==> src/rtl/mem_write_ctrl_if.sv <==
// Board-side write bus for mem_write_ctrl: switches, key, readback,
// write ports and status flags.
interface mem_write_ctrl_if #(
    parameter int DATA_W = 32,
    parameter int ADDR_W = 5
);
    logic [1:0]        SEL;
    logic [ADDR_W-1:0] ADDR_SW;
    logic [DATA_W-1:0] WDATA;
    logic              WRITE_KEY_N;
    logic [DATA_W-1:0] REG_RDATA;
    logic [DATA_W-1:0] RAM_RDATA;
    logic              REG_WE;
    logic [ADDR_W-1:0] REG_WADDR;
    logic [DATA_W-1:0] REG_WDATA;
    logic              RAM_WE;
    logic [31:0]       RAM_ADDR;
    logic [DATA_W-1:0] RAM_WDATA;
    logic              BUSY;
    logic              DONE;
    logic              ERR;
    logic [1:0]        ERR_CODE;

    modport master (
        input  SEL, ADDR_SW, WDATA, WRITE_KEY_N, REG_RDATA, RAM_RDATA,
        output REG_WE, REG_WADDR, REG_WDATA, RAM_WE, RAM_ADDR, RAM_WDATA,
        output BUSY, DONE, ERR, ERR_CODE
    );

    modport slave (
        output SEL, ADDR_SW, WDATA, WRITE_KEY_N, REG_RDATA, RAM_RDATA,
        input  REG_WE, REG_WADDR, REG_WDATA, RAM_WE, RAM_ADDR, RAM_WDATA,
        input  BUSY, DONE, ERR, ERR_CODE
    );
endinterface

==> src/rtl/mem_write_ctrl.sv <==
// Pushbutton-triggered single-word write to REG file or RAM, followed by
// a readback compare after RD_LAT cycles; reports DONE or ERR.
module mem_write_ctrl #(
    parameter int DATA_W = 32,
    parameter int ADDR_W = 5,
    parameter int RD_LAT = 2
) (
    input  logic            CLOCK,
    input  logic            RESET_N,
    mem_write_ctrl_if.master bus
);
    typedef enum logic [2:0] {
        S_IDLE, S_WRITE, S_WAIT, S_CHECK, S_DONE, S_ERR
    } state_t;

    localparam logic [3:0] LAT = 4'(RD_LAT);

    state_t            state_q, state_d;
    logic [3:0]        cnt_q, cnt_d;
    logic              sel_ram_q, sel_ram_d;
    logic [ADDR_W-1:0] addr_q, addr_d;
    logic [DATA_W-1:0] data_q, data_d;
    logic              reg_we_q, reg_we_d;
    logic              ram_we_q, ram_we_d;
    logic              busy_q, busy_d;
    logic              done_q, done_d;
    logic              err_q, err_d;
    logic [1:0]        code_q, code_d;
    logic              key_s1_q, key_s2_q, key_prev_q;
    logic              press;
    logic [DATA_W-1:0] rdata;

    assign press = !key_s2_q && key_prev_q;
    assign rdata = sel_ram_q ? bus.RAM_RDATA : bus.REG_RDATA;

    always_comb begin
        state_d   = state_q;
        cnt_d     = cnt_q;
        sel_ram_d = sel_ram_q;
        addr_d    = addr_q;
        data_d    = data_q;
        reg_we_d  = 1'b0;
        ram_we_d  = 1'b0;
        busy_d    = busy_q;
        done_d    = done_q;
        err_d     = err_q;
        code_d    = code_q;
        unique case (state_q)
            S_IDLE, S_DONE, S_ERR: begin
                if (press) begin
                    sel_ram_d = bus.SEL[0];
                    addr_d    = bus.ADDR_SW;
                    data_d    = bus.WDATA;
                    done_d    = 1'b0;
                    err_d     = 1'b0;
                    code_d    = 2'd0;
                    if (bus.SEL[1]) begin
                        state_d = S_ERR;
                        err_d   = 1'b1;
                        code_d  = 2'd1;
                    end else if (!bus.SEL[0] && bus.ADDR_SW == '0) begin
                        state_d = S_ERR;
                        err_d   = 1'b1;
                        code_d  = 2'd2;
                    end else begin
                        state_d  = S_WRITE;
                        busy_d   = 1'b1;
                        reg_we_d = !bus.SEL[0];
                        ram_we_d = bus.SEL[0];
                    end
                end
            end
            S_WRITE: begin
                state_d = S_WAIT;
                cnt_d   = LAT;
            end
            S_WAIT: begin
                if (cnt_q <= 4'd1) state_d = S_CHECK;
                else cnt_d = cnt_q - 4'd1;
            end
            S_CHECK: begin
                busy_d = 1'b0;
                if (rdata == data_q) begin
                    state_d = S_DONE;
                    done_d  = 1'b1;
                end else begin
                    state_d = S_ERR;
                    err_d   = 1'b1;
                    code_d  = 2'd3;
                end
            end
            default: state_d = S_IDLE;
        endcase
    end

    always_ff @(posedge CLOCK or negedge RESET_N) begin
        if (!RESET_N) begin
            state_q    <= S_IDLE;
            cnt_q      <= '0;
            sel_ram_q  <= 1'b0;
            addr_q     <= '0;
            data_q     <= '0;
            reg_we_q   <= 1'b0;
            ram_we_q   <= 1'b0;
            busy_q     <= 1'b0;
            done_q     <= 1'b0;
            err_q      <= 1'b0;
            code_q     <= 2'd0;
            key_s1_q   <= 1'b1;
            key_s2_q   <= 1'b1;
            key_prev_q <= 1'b1;
        end else begin
            state_q    <= state_d;
            cnt_q      <= cnt_d;
            sel_ram_q  <= sel_ram_d;
            addr_q     <= addr_d;
            data_q     <= data_d;
            reg_we_q   <= reg_we_d;
            ram_we_q   <= ram_we_d;
            busy_q     <= busy_d;
            done_q     <= done_d;
            err_q      <= err_d;
            code_q     <= code_d;
            key_s1_q   <= bus.WRITE_KEY_N;
            key_s2_q   <= key_s1_q;
            key_prev_q <= key_s2_q;
        end
    end

    assign bus.REG_WE    = reg_we_q;
    assign bus.RAM_WE    = ram_we_q;
    assign bus.REG_WADDR = addr_q;
    assign bus.RAM_ADDR  = {{(30-ADDR_W){1'b0}}, addr_q, 2'b00};
    assign bus.REG_WDATA = data_q;
    assign bus.RAM_WDATA = data_q;
    assign bus.BUSY      = busy_q;
    assign bus.DONE      = done_q;
    assign bus.ERR       = err_q;
    assign bus.ERR_CODE  = code_q;
endmodule

==> src/flat_wrapper.sv <==
// flat-port wrapper written by rule: the top's interface ports become plain ports
module mem_write_ctrl_flat 
#(
    parameter int DATA_W = 32,
    parameter int ADDR_W = 5,
    parameter int RD_LAT = 2
)
  (CLOCK, RESET_N, bus_SEL, bus_ADDR_SW, bus_WDATA, bus_WRITE_KEY_N, bus_REG_RDATA, bus_RAM_RDATA, bus_REG_WE, bus_REG_WADDR, bus_REG_WDATA, bus_RAM_WE, bus_RAM_ADDR, bus_RAM_WDATA, bus_BUSY, bus_DONE, bus_ERR, bus_ERR_CODE);
  mem_write_ctrl_if #(.DATA_W(DATA_W), .ADDR_W(ADDR_W)) bus_i ();
  input  logic CLOCK;
  input  logic RESET_N;
  input wire logic [$bits(bus_i.SEL)-1:0] bus_SEL;
  input wire logic [$bits(bus_i.ADDR_SW)-1:0] bus_ADDR_SW;
  input wire logic [$bits(bus_i.WDATA)-1:0] bus_WDATA;
  input wire logic [$bits(bus_i.WRITE_KEY_N)-1:0] bus_WRITE_KEY_N;
  input wire logic [$bits(bus_i.REG_RDATA)-1:0] bus_REG_RDATA;
  input wire logic [$bits(bus_i.RAM_RDATA)-1:0] bus_RAM_RDATA;
  output wire logic [$bits(bus_i.REG_WE)-1:0] bus_REG_WE;
  output wire logic [$bits(bus_i.REG_WADDR)-1:0] bus_REG_WADDR;
  output wire logic [$bits(bus_i.REG_WDATA)-1:0] bus_REG_WDATA;
  output wire logic [$bits(bus_i.RAM_WE)-1:0] bus_RAM_WE;
  output wire logic [$bits(bus_i.RAM_ADDR)-1:0] bus_RAM_ADDR;
  output wire logic [$bits(bus_i.RAM_WDATA)-1:0] bus_RAM_WDATA;
  output wire logic [$bits(bus_i.BUSY)-1:0] bus_BUSY;
  output wire logic [$bits(bus_i.DONE)-1:0] bus_DONE;
  output wire logic [$bits(bus_i.ERR)-1:0] bus_ERR;
  output wire logic [$bits(bus_i.ERR_CODE)-1:0] bus_ERR_CODE;
  assign bus_i.SEL = bus_SEL;
  assign bus_i.ADDR_SW = bus_ADDR_SW;
  assign bus_i.WDATA = bus_WDATA;
  assign bus_i.WRITE_KEY_N = bus_WRITE_KEY_N;
  assign bus_i.REG_RDATA = bus_REG_RDATA;
  assign bus_i.RAM_RDATA = bus_RAM_RDATA;
  assign bus_REG_WE = bus_i.REG_WE;
  assign bus_REG_WADDR = bus_i.REG_WADDR;
  assign bus_REG_WDATA = bus_i.REG_WDATA;
  assign bus_RAM_WE = bus_i.RAM_WE;
  assign bus_RAM_ADDR = bus_i.RAM_ADDR;
  assign bus_RAM_WDATA = bus_i.RAM_WDATA;
  assign bus_BUSY = bus_i.BUSY;
  assign bus_DONE = bus_i.DONE;
  assign bus_ERR = bus_i.ERR;
  assign bus_ERR_CODE = bus_i.ERR_CODE;
  mem_write_ctrl #(.DATA_W(DATA_W), .ADDR_W(ADDR_W), .RD_LAT(RD_LAT)) u_core (.CLOCK(CLOCK), .RESET_N(RESET_N), .bus(bus_i));
endmodule
==> config.mk <==
export PLATFORM = sky130hd
export DESIGN_NAME = mem_write_ctrl_flat
export DESIGN_NICKNAME = d
export VERILOG_FILES = /design/src/rtl/mem_write_ctrl_if.sv /design/src/rtl/mem_write_ctrl.sv /design/src/flat_wrapper.sv
export SDC_FILE = /design/constraint.sdc
export NUM_CORES = 1
export LEC_CHECK = 0
export BUFFER_PORTS_ARGS = -buffer_cell sky130_fd_sc_hd__buf_2
export CORE_ASPECT_RATIO = 0.6
export CORE_UTILIZATION = 43
export DETAILED_ROUTE_END_ITERATION = 8
export PLACE_DENSITY = 0.9
export SYNTH_ARGS = -nofsm -noshare
export SYNTH_HDL_FRONTEND = slang
export SYNTH_SLANG_ARGS = --single-unit
==> constraint.sdc <==
create_clock -name CLOCK -period 2.12 [get_ports CLOCK]
set_input_delay 0.318 -clock CLOCK [delete_from_list [all_inputs] [get_ports CLOCK]]
set_output_delay 0.318 -clock CLOCK [all_outputs]
set_load 0.02 [all_outputs]
Word-level counts from Yosys, hierarchy flattened
Cells that the tools add are included.
Cells by class
  $lt $le $gt $ge: 1
  reductions and logical operators: 15
  add/subtract/negate cells: 1
  muxes and demuxes: 34
  equal/unequal tests: 13
Operators with widths (count)
  == test 32 bit: 1
  two-way mux 32 bit: 1
  two-way mux 1 bit: 18
  two-way mux 3 bit: 4
  one-hot mux 3 bit (4 select lines): 1
  two-way mux 2 bit: 4
  inequality test 2 bit (second input constant): 4
  one-hot mux 4 bit (2 select lines): 1
  == test 3 x 2 -> 1 bit (second input constant): 2
  == test 3 bit (second input constant): 2
  inequality test 2 x 1 -> 1 bit (second input constant): 3
  one-hot mux 1 bit (2 select lines): 3
  AND reduction 2 bit: 3
  AND reduction 3 bit: 2
  zero test 5 bit: 1
  <= comparator 4 x 1 -> 1 bit (second input constant): 1
  two-way mux 4 bit: 1
  one-hot mux 2 bit (2 select lines): 1
  AND reduction 4 bit: 1
  nonzero test 2 bit: 2
  subtractor 4 x 1 -> 4 bit (second input constant): 1
  == test 3 x 1 -> 1 bit (second input constant): 1
  zero test 3 bit: 1
  OR reduction 3 bit: 1
  2 further kinds: 4
Storage, ports and cells
  output and inout port bits: 108
  register bits after elaboration: 55

Depth between registers and ports, before layout
Gate-level depths: netlist of run 1.
  depth after elaboration: 6
  depth in mapped cells: 8

Worst setup path before layout of run 1
OpenSTA, ideal clock, no wires.
  path type: reg-to-reg
  start: register u_core.sel_ram_q
  end: register u_core.code_q[0], in the netlist u_core.bus.ERR_CODE[0]
  setup time: 0.126 ns
  stages on the path, launching flop included: 9
  arrival: 1.561 ns
  period minus slack after synthesis: 1.687 ns
  path slack: 0.433 ns
  buffers on the path: 2
  cell sequence: dfrtp_1 > buf_6 > buf_6 > mux2i_1 > xnor2_1 > nor4_2 > nand4_1 > o21bai_2 > a21oi_1
Between the ends
  cells in the longest elaborated chain, start to end: 4
Ends and longest elaborated chain
  start, declared: line mem_write_ctrl.sv:20  | logic sel_ram_q, sel_ram_d;
  start signal, assigned: line mem_write_ctrl.sv:115  | sel_ram_q <= sel_ram_d;
  two-way mux 32 bit: line mem_write_ctrl.sv:34  | assign rdata = sel_ram_q ? bus.RAM_RDATA : bus.REG_RDATA;
  == test 32 bit: line mem_write_ctrl.sv:83  | if (rdata == data_q) begin
  inequality test 2 bit (no line)
  AND reduction 3 bit (no line)
  end signal, assigned: line mem_write_ctrl.sv:123  | code_q <= code_d;
  end, declared: line mem_write_ctrl.sv:28  | logic [1:0] code_q, code_d;
Every way passes these cells.
A chain may end at the register's enable or synchronous reset.

Worst setup path in the final report of run 1
  start: register u_core.sel_ram_q
  end: register u_core.state_q[0]
Between the ends
  cells in the longest elaborated chain, start to end: 4
Ends and longest elaborated chain
  two-way mux 32 bit: line mem_write_ctrl.sv:34
  == test 32 bit: line mem_write_ctrl.sv:83
  two-way mux 1 bit: line mem_write_ctrl.sv:83
  one-hot mux 3 bit (4 select lines): line mem_write_ctrl.sv:48  | unique case (state_q)
  end signal, assigned: line mem_write_ctrl.sv:113  | state_q <= state_d;
  end, declared: line mem_write_ctrl.sv:18  | state_t state_q, state_d;
Every way passes these cells.

==> impl_metrics.py, run 1 <==
metrics = {
    "status": {
        "outcome": "completed",
    },
    "die": {
        "core_um2": 7447,
        "die_h_um": 70.77,
        "pin_count": 214,
        "die_w_um": 116.6,
        "core.rowCount": 24,
        "dieArea_um2": 8253,
        "initial_core_util_pct": 45.51,
    },
    "clocking": {
        "clk_latency_ns": 0.29,
        "htree_levels": 2,
        "clk_pin_slew_ns": 0.07,
        "cts_buffers": 5,
        "cts.sink_count": 55,
        "clockBufferDepth": 2,
        "cts_tree": "done",
        "cts_root_buf": "clkbuf_16",
    },
    "finish": {
        "seqCellArea_um2": 1381,
        "fin_nets": 652,
        "fillerInstances": 659,
        "drive_above_1_share_pct": 40.73,
        "synthToLayoutAreaGrowth_pct": 29.35,
        "diodes": 0,
        "utilization_pct": 58.87,
        "postLayoutCellArea_um2": 4384,
        "multi_input_area_um2": 1559,
    },
    "synthesis": {
        "synthTopCellsByArea": "dfrtp_1, buf_4, nand2_1",
        "synth_seq_cells": 55,
        "seq_area_frac_synth_pct": 40.72,
        "synth_top_cell_by_area": "dfrtp_1",
        "synth_warnings": 0,
        "synth.cell_area_um2": 3390,
        "avgSynthCellArea_um2": 8.804,
        "yosysMostFrequentCell": "nand2_1",
        "synth_ff_type": "dfrtp_1",
        "async_reset_ff_share_pct": 100.0,
        "synth_top_cell_area_share_pct": 38.39,
        "synthTopCellsByCount": "nand2_1, buf_4, dfrtp_1, mux2i_1, xnor2_1",
        "synth-edff-count": 0,
        "syn_inst": 385,
        "yosysUniqueCellTypes": 30,
    },
    "placed_design": {
        "post_dp_cell_area_um2": 4086,
        "place_hpwl_mm": 7.657,
        "gp_congestion": 0.7603,
        "numPortBuffers": 186,
    },
    "hold_path": {
        "hold_class": "input port to flip-flop",
    },
    "timing": {
        "rsz0062_at_grt": "yes",
        "post-route-min-period_ns": 2.108,
        "maxSlewViolCount": 0,
        "hold_viol_final": 0,
        "period_share_pct": 99.43,
        "final-setup-viol-count": 0,
        "fin_skew_ns": 0.007621,
        "fmax_mhz": 474.4,
    },
    "worst_setup_path": {
        "end_kind": "flip-flop",
        "startpoint_type": "flip-flop",
        "path_max_fanout": 14,
        "crit_arrival_ns": 2.27,
        "worstSetupPathType": "flip-flop to flip-flop",
        "crit_required_ns": 2.28,
    },
    "power": {
        "power.density_nw_per_um2": 1610,
        "peakVddDrop_mv": 0.7437,
        "power_leakage_nw": 2.396,
    },
    "global_route": {
        "track_usage_pct": 24.03,
        "grt_first_pass_wirelength_mm": 14.78,
        "grt_max_degree": 30,
        "antenna_found_initial": 0,
        "gr-total-overflow": 0,
        "grt_pass1_vias": 2979,
    },
    "route": {
        "ant_nets": 0,
        "wl_met2_mm": 4.784,
        "wire_per_inst_um": 15.41,
        "drt-met1-wl_mm": 4.303,
        "routed_wirelength_mm": 10.00,
        "vias": 3102,
        "top_layer_used": "met4",
        "avgViaCountPerCell": 4.780,
        "drc_errors": 0,
        "dr_wl_met3_um": 773,
        "dr.pass1.iters": 4,
        "drtIter0Drc": 178,
    },
    "job": {
        "max-cap-violations": 0,
    },
}
==> worst max-delay path, cell delays in order (launching register included) <==
cell,delay (ns)
dfrtp_2,0.43
buf_12,0.18
mux2i_2,0.24
xnor2_1,0.10
nor4_2,0.46
nand4_1,0.14
buf_4,0.18
o21ai_0,0.15
a21oi_1,0.09
==> routing by layer <==
layer | vias to the layer above | track usage, %
li1 | 1473 | -
met1 | 1475 | 31.19
met2 | 141 | 40.96
met3 | 13 | 5.056
met4 | 0 | 6.048
met5 | - | 0
==> flip-flops by register name (all words and copies together), names as in the netlist, 2 cells and up <==
signal / flops
u_core.bus.RAM_WDATA: 32
u_core.state_q: 3
u_core.bus.ERR_CODE: 2
u_core.bus.REG_WADDR: 5
u_core.cnt_q: 4
==> path summary, 6_finish.rpt <==
| path | start | to | slack, ns | cells past startpoint |
|---|---|---|---|---|
| worst max-delay path | u_core.sel_ram_q | u_core.state_q[0] | 0.01 | 8 |
| worst min-delay path | bus_WRITE_KEY_N | u_core.key_s1_q | 0.12 | 1 |
| worst max register to register | u_core.sel_ram_q | u_core.state_q[0] | 0.01 | 8 |
| worst min register to register | u_core.key_s1_q | u_core.key_s2_q | 0.36 | 0 |
| max in group asynchronous | RESET_N | u_core.bus.RAM_WDATA[13] | 1.06 | 3 |
| min in group asynchronous | RESET_N | u_core.bus.ERR_CODE[1] | 0.43 | 2 |
==> timing repair <==
action | in CTS | in global routing
pin swaps | 3 | 3
resized for setup | 3 | 1
hold buffers | 1 | 0
endpoints found under the hold margin | 8 | 0
cloned | 1 | 0
setup endpoints to repair | 5 | 5
buffers inserted | 4 | 2
==> per-stage QoR <==
stage                     hold slack, ns  TNS, ns  power [mW]  instances  worst slack [ns]
after floorplan                  0.02241        0       4.981        411            0.4325
after global placement            0.2077  -0.8411       5.688        633           -0.2065
after detailed placement          0.2133   -1.151       5.808        633           -0.2721
after CTS                         0.1117        0       7.038        647           0.01765
after global routing              0.1016  -0.2927       7.513        649          -0.07470
final                             0.1198        0       7.057        649           0.01203
==> cells by family after synthesis <==
group,share of synthesized area (%)
AO/OA/AOI/OAI,4.097
XOR/XNOR,8.527
adder cells (fa/ha/maj),0.7382
buffers and inverters,16.94
flip-flops,40.72
multiplexers,9.745
other,0.1106
AND/OR/NAND/NOR,19.12
==> cell type report <==
class                   instances  share of cell area [%]
clock buffers                   6                   2.940
clock inverters                 2                   1.370
inverters                       3                  0.2568
multi-input cells             274                   35.56
flip-flops and latches         55                   31.51
well taps                     104                   2.968
repair buffers                205                   25.40
==> layout by cell type (no fill, tap or decap), drive strengths merged, types with 2 or more instances in the layout <==
cell    count
buf       203
nand4       2
nand2     123
mux2i      33
nor4       11
nor2        8
a21oi       7
o21ai       9
xnor2      33
conb       27
ha          2
dfrtp      52
inv         3
nor2b       2
a22oi       2
clkbuf      6
nor3        6
dfstp       3
bufinv      2
==> power by group <==
group          internal, mW  switching, mW
Combinational          1.59           2.32
Clock                 0.678          0.381
Sequential             1.50          0.580
Total                  3.77           3.28
(Power assumes the default switching activity.)
==> inputs of run 2 (changes only) <==
--- a/config.mk
+++ b/config.mk
@@ -10,6 +10,7 @@
 export CORE_UTILIZATION = 43
 export DETAILED_ROUTE_END_ITERATION = 8
 export PLACE_DENSITY = 0.9
+export REMOVE_ABC_BUFFERS = 1
 export SYNTH_ARGS = -nofsm -noshare
 export SYNTH_HDL_FRONTEND = slang
 export SYNTH_SLANG_ARGS = --single-unit
==> run 2 against run 1 <==
Die area unchanged. Register-to-register slack improved by 0.09 ns. Flip-flop and latch count unchanged. Sequential share of layout area increased by 0.54 points. Non-clock buffer count decreased by 8. Clock power decreased by 20%. First-iteration DRC count decreased by 34%. Clock skew about the same. Power decreased by 5.2%. Routed wire length decreased by 8.1%. Cell count decreased by 1.2%. Clock-buffer cell count unchanged. Critical endpoint is now u_core.bus.ERR. Largest cell class unchanged. Highest routed layer unchanged.
==> impl_metrics.py, run 2 (same netlist as run 1, synthesis figures left out) <==
metrics = {
    "timing": {
        "post-route-min-period_ns": 2.023,
        "worstMarginPinSlew_ns": 0.6415,
        "period_share_pct": 95.41,
        "fin_skew_ns": 0.007540,
        "fmax_mhz": 494.4,
        "setup_tns_ns": 0,
        "slew_headroom_pct": 57.24,
        "final-setup-viol-count": 0,
        "hold_viol_final": 0,
        "maxSlewViolCount": 0,
        "rsz0062_at_grt": "yes",
        "hold_ws_ns": 0.03960,
    },
    "die": {
        "core.rowCount": 24,
        "pin_count": 214,
        "dieArea_um2": 8253,
        "die_w_um": 116.6,
        "initial_core_util_pct": 45.51,
        "die_h_um": 70.77,
        "core_um2": 7447,
    },
    "clocking": {
        "cts_root_buf": "clkbuf_16",
        "clockBufferDepth": 2,
        "cts.sink_count": 55,
        "cts_tree": "done",
        "holdBufCountCts": 0,
        "clk_pin_slew_ns": 0.07,
        "clk_latency_ns": 0.29,
        "cts_buffers": 5,
        "htree_levels": 2,
    },
    "finish": {
        "final_cell_mix": "buf_2, nand2_1, dfrtp_1",
        "diodes": 0,
        "seqCellArea_um2": 1381,
        "fillerInstances": 696,
        "largest_reg_flops": 32,
        "drive_above_1_share_pct": 40.78,
        "layout_commonest_cell": "buf_2",
        "synthToLayoutAreaGrowth_pct": 27.17,
        "fin_nets": 644,
        "fin_cells": 641,
        "multi_input_area_um2": 1577,
        "utilization_pct": 57.88,
    },
    "global_route": {
        "grt_pass1_vias": 2907,
        "grt_first_pass_wirelength_mm": 13.61,
        "track_usage_pct": 21.54,
        "gr-total-overflow": 0,
        "grt_max_degree": 34,
        "antenna_found_initial": 0,
    },
    "worst_setup_path": {
        "worst-path-buf-inv": 3,
        "crit_required_ns": 2.30,
        "cp_common_cell": "buf_4",
        "worstSetupPathType": "flip-flop to flip-flop",
        "crit_arrival_ns": 2.20,
        "path_max_fanout": 13,
        "critPathSlowestCell": "dfrtp_2",
        "end_kind": "flip-flop",
        "crit_family": "buffers and inverters",
        "startpoint_type": "flip-flop",
        "path_cells": "clkbuf_16 -> buf_4 -> mux2i_1 -> xnor2_1 -> nor4_2 -> nand4_1 -> buf_4 -> o21bai_2 -> nand2_1",
        "max_stage_delay_ns": 0.42,
    },
    "placed_design": {
        "placed_cells": 629,
        "place_hpwl_mm": 7.084,
        "numPortBuffers": 186,
        "gp_congestion": 0.8377,
    },
    "hold_path": {
        "hold_class": "input port to async pin",
    },
    "power": {
        "peakVddDrop_mv": 0.7264,
        "power_leakage_nw": 2.336,
        "p_total_mw": 6.693,
        "power.density_nw_per_um2": 1553,
    },
    "route": {
        "vias": 3026,
        "routed_wirelength_mm": 9.193,
        "wire_per_inst_um": 14.34,
        "drtIter0Drc": 118,
        "avgViaCountPerCell": 4.721,
        "dr.pass1.iters": 4,
        "ant_nets": 0,
        "drc_errors": 0,
    },
    "status": {
        "outcome": "completed",
    },
    "job": {
        "max-cap-violations": 0,
    },
}
run 2: cell types whose count changed in the layout (fill, tap and decap cells not counted), sizes merged:
cell         previous run  this run
bufinv                  2         0
buf                   203       196
clkinv                  0         1
bufbuf                  1         0
dlygate4sd3             1         0
clkbuf                  6         7
clkinvlp                0         1
run 2: final cells by class:
type                    instances  area share (%)
clock buffers                   6           3.222
clock inverters                 2          0.3774
inverters                       3          0.2612
multi-input cells             274           36.57
flip-flops and latches         55           32.05
well taps                     104           3.019
repair buffers                197           24.50
run 2: report_power, final:
part           internal (mW)  total [mW]  switching (mW)
clock                  0.473       0.851           0.378
combinational           1.52        3.81            2.29
sequential              1.50        2.04           0.535
total                   3.49        6.69            3.20
run 2: worst reg2reg max path: stages, from the launching register on:
cell and delay [ns]:
dfrtp_2 0.42, clkbuf_16 0.21, buf_4 0.15, mux2i_1 0.22, xnor2_1 0.10, nor4_2 0.26
nand4_1 0.14, buf_4 0.18, o21bai_2 0.15, nand2_1 0.08
run 2: timing repair:
action | in CTS | in global routing
pin swaps | 0 | 5
setup endpoints to repair | 4 | 5
resized for setup | 1 | 7
buffers inserted | 0 | 3
cloned | 0 | 1
run 2: path summary, 6_finish.rpt:
path / from / endpoint / slack (ns) / depth (start not counted)
setup / recovery: u_core.sel_ram_q / u_core.bus.ERR / 0.1 / 9
hold / removal: RESET_N / u_core.bus.REG_WADDR[1] / 0.04 / 1
min in group CLOCK: bus_WRITE_KEY_N / u_core.key_s1_q / 0.12 / 1
setup reg to reg: u_core.sel_ram_q / u_core.bus.ERR / 0.1 / 9
max in group asynchronous: RESET_N / u_core.key_prev_q / 1.42 / 2
hold reg to reg: u_core.key_s1_q / u_core.key_s2_q / 0.36 / 0
run 2: stage by stage:
stage / area (um^2) / worst slack [ns]
after floorplan: 2924 / -0.9212
after global placement: 4069 / -0.08134
after detailed placement: 4069 / -0.04188
after CTS: 4230 / 0.0009748
after global routing: 4310 / -0.08160
final: 4310 / 0.09733
run 2: routing by layer:
metal | share of wire [%] | global-route usage, % | vias to the layer above | wire length (um)
li1 | - | - | 1456 | -
met1 | 41 | 25.06 | 1432 | 3781
met2 | 52 | 41.49 | 127 | 4778
met3 | 5.8 | 3.770 | 11 | 534
met4 | 1.1 | 4.079 | 0 | 99
met5 | 0 | 0 | - | 0
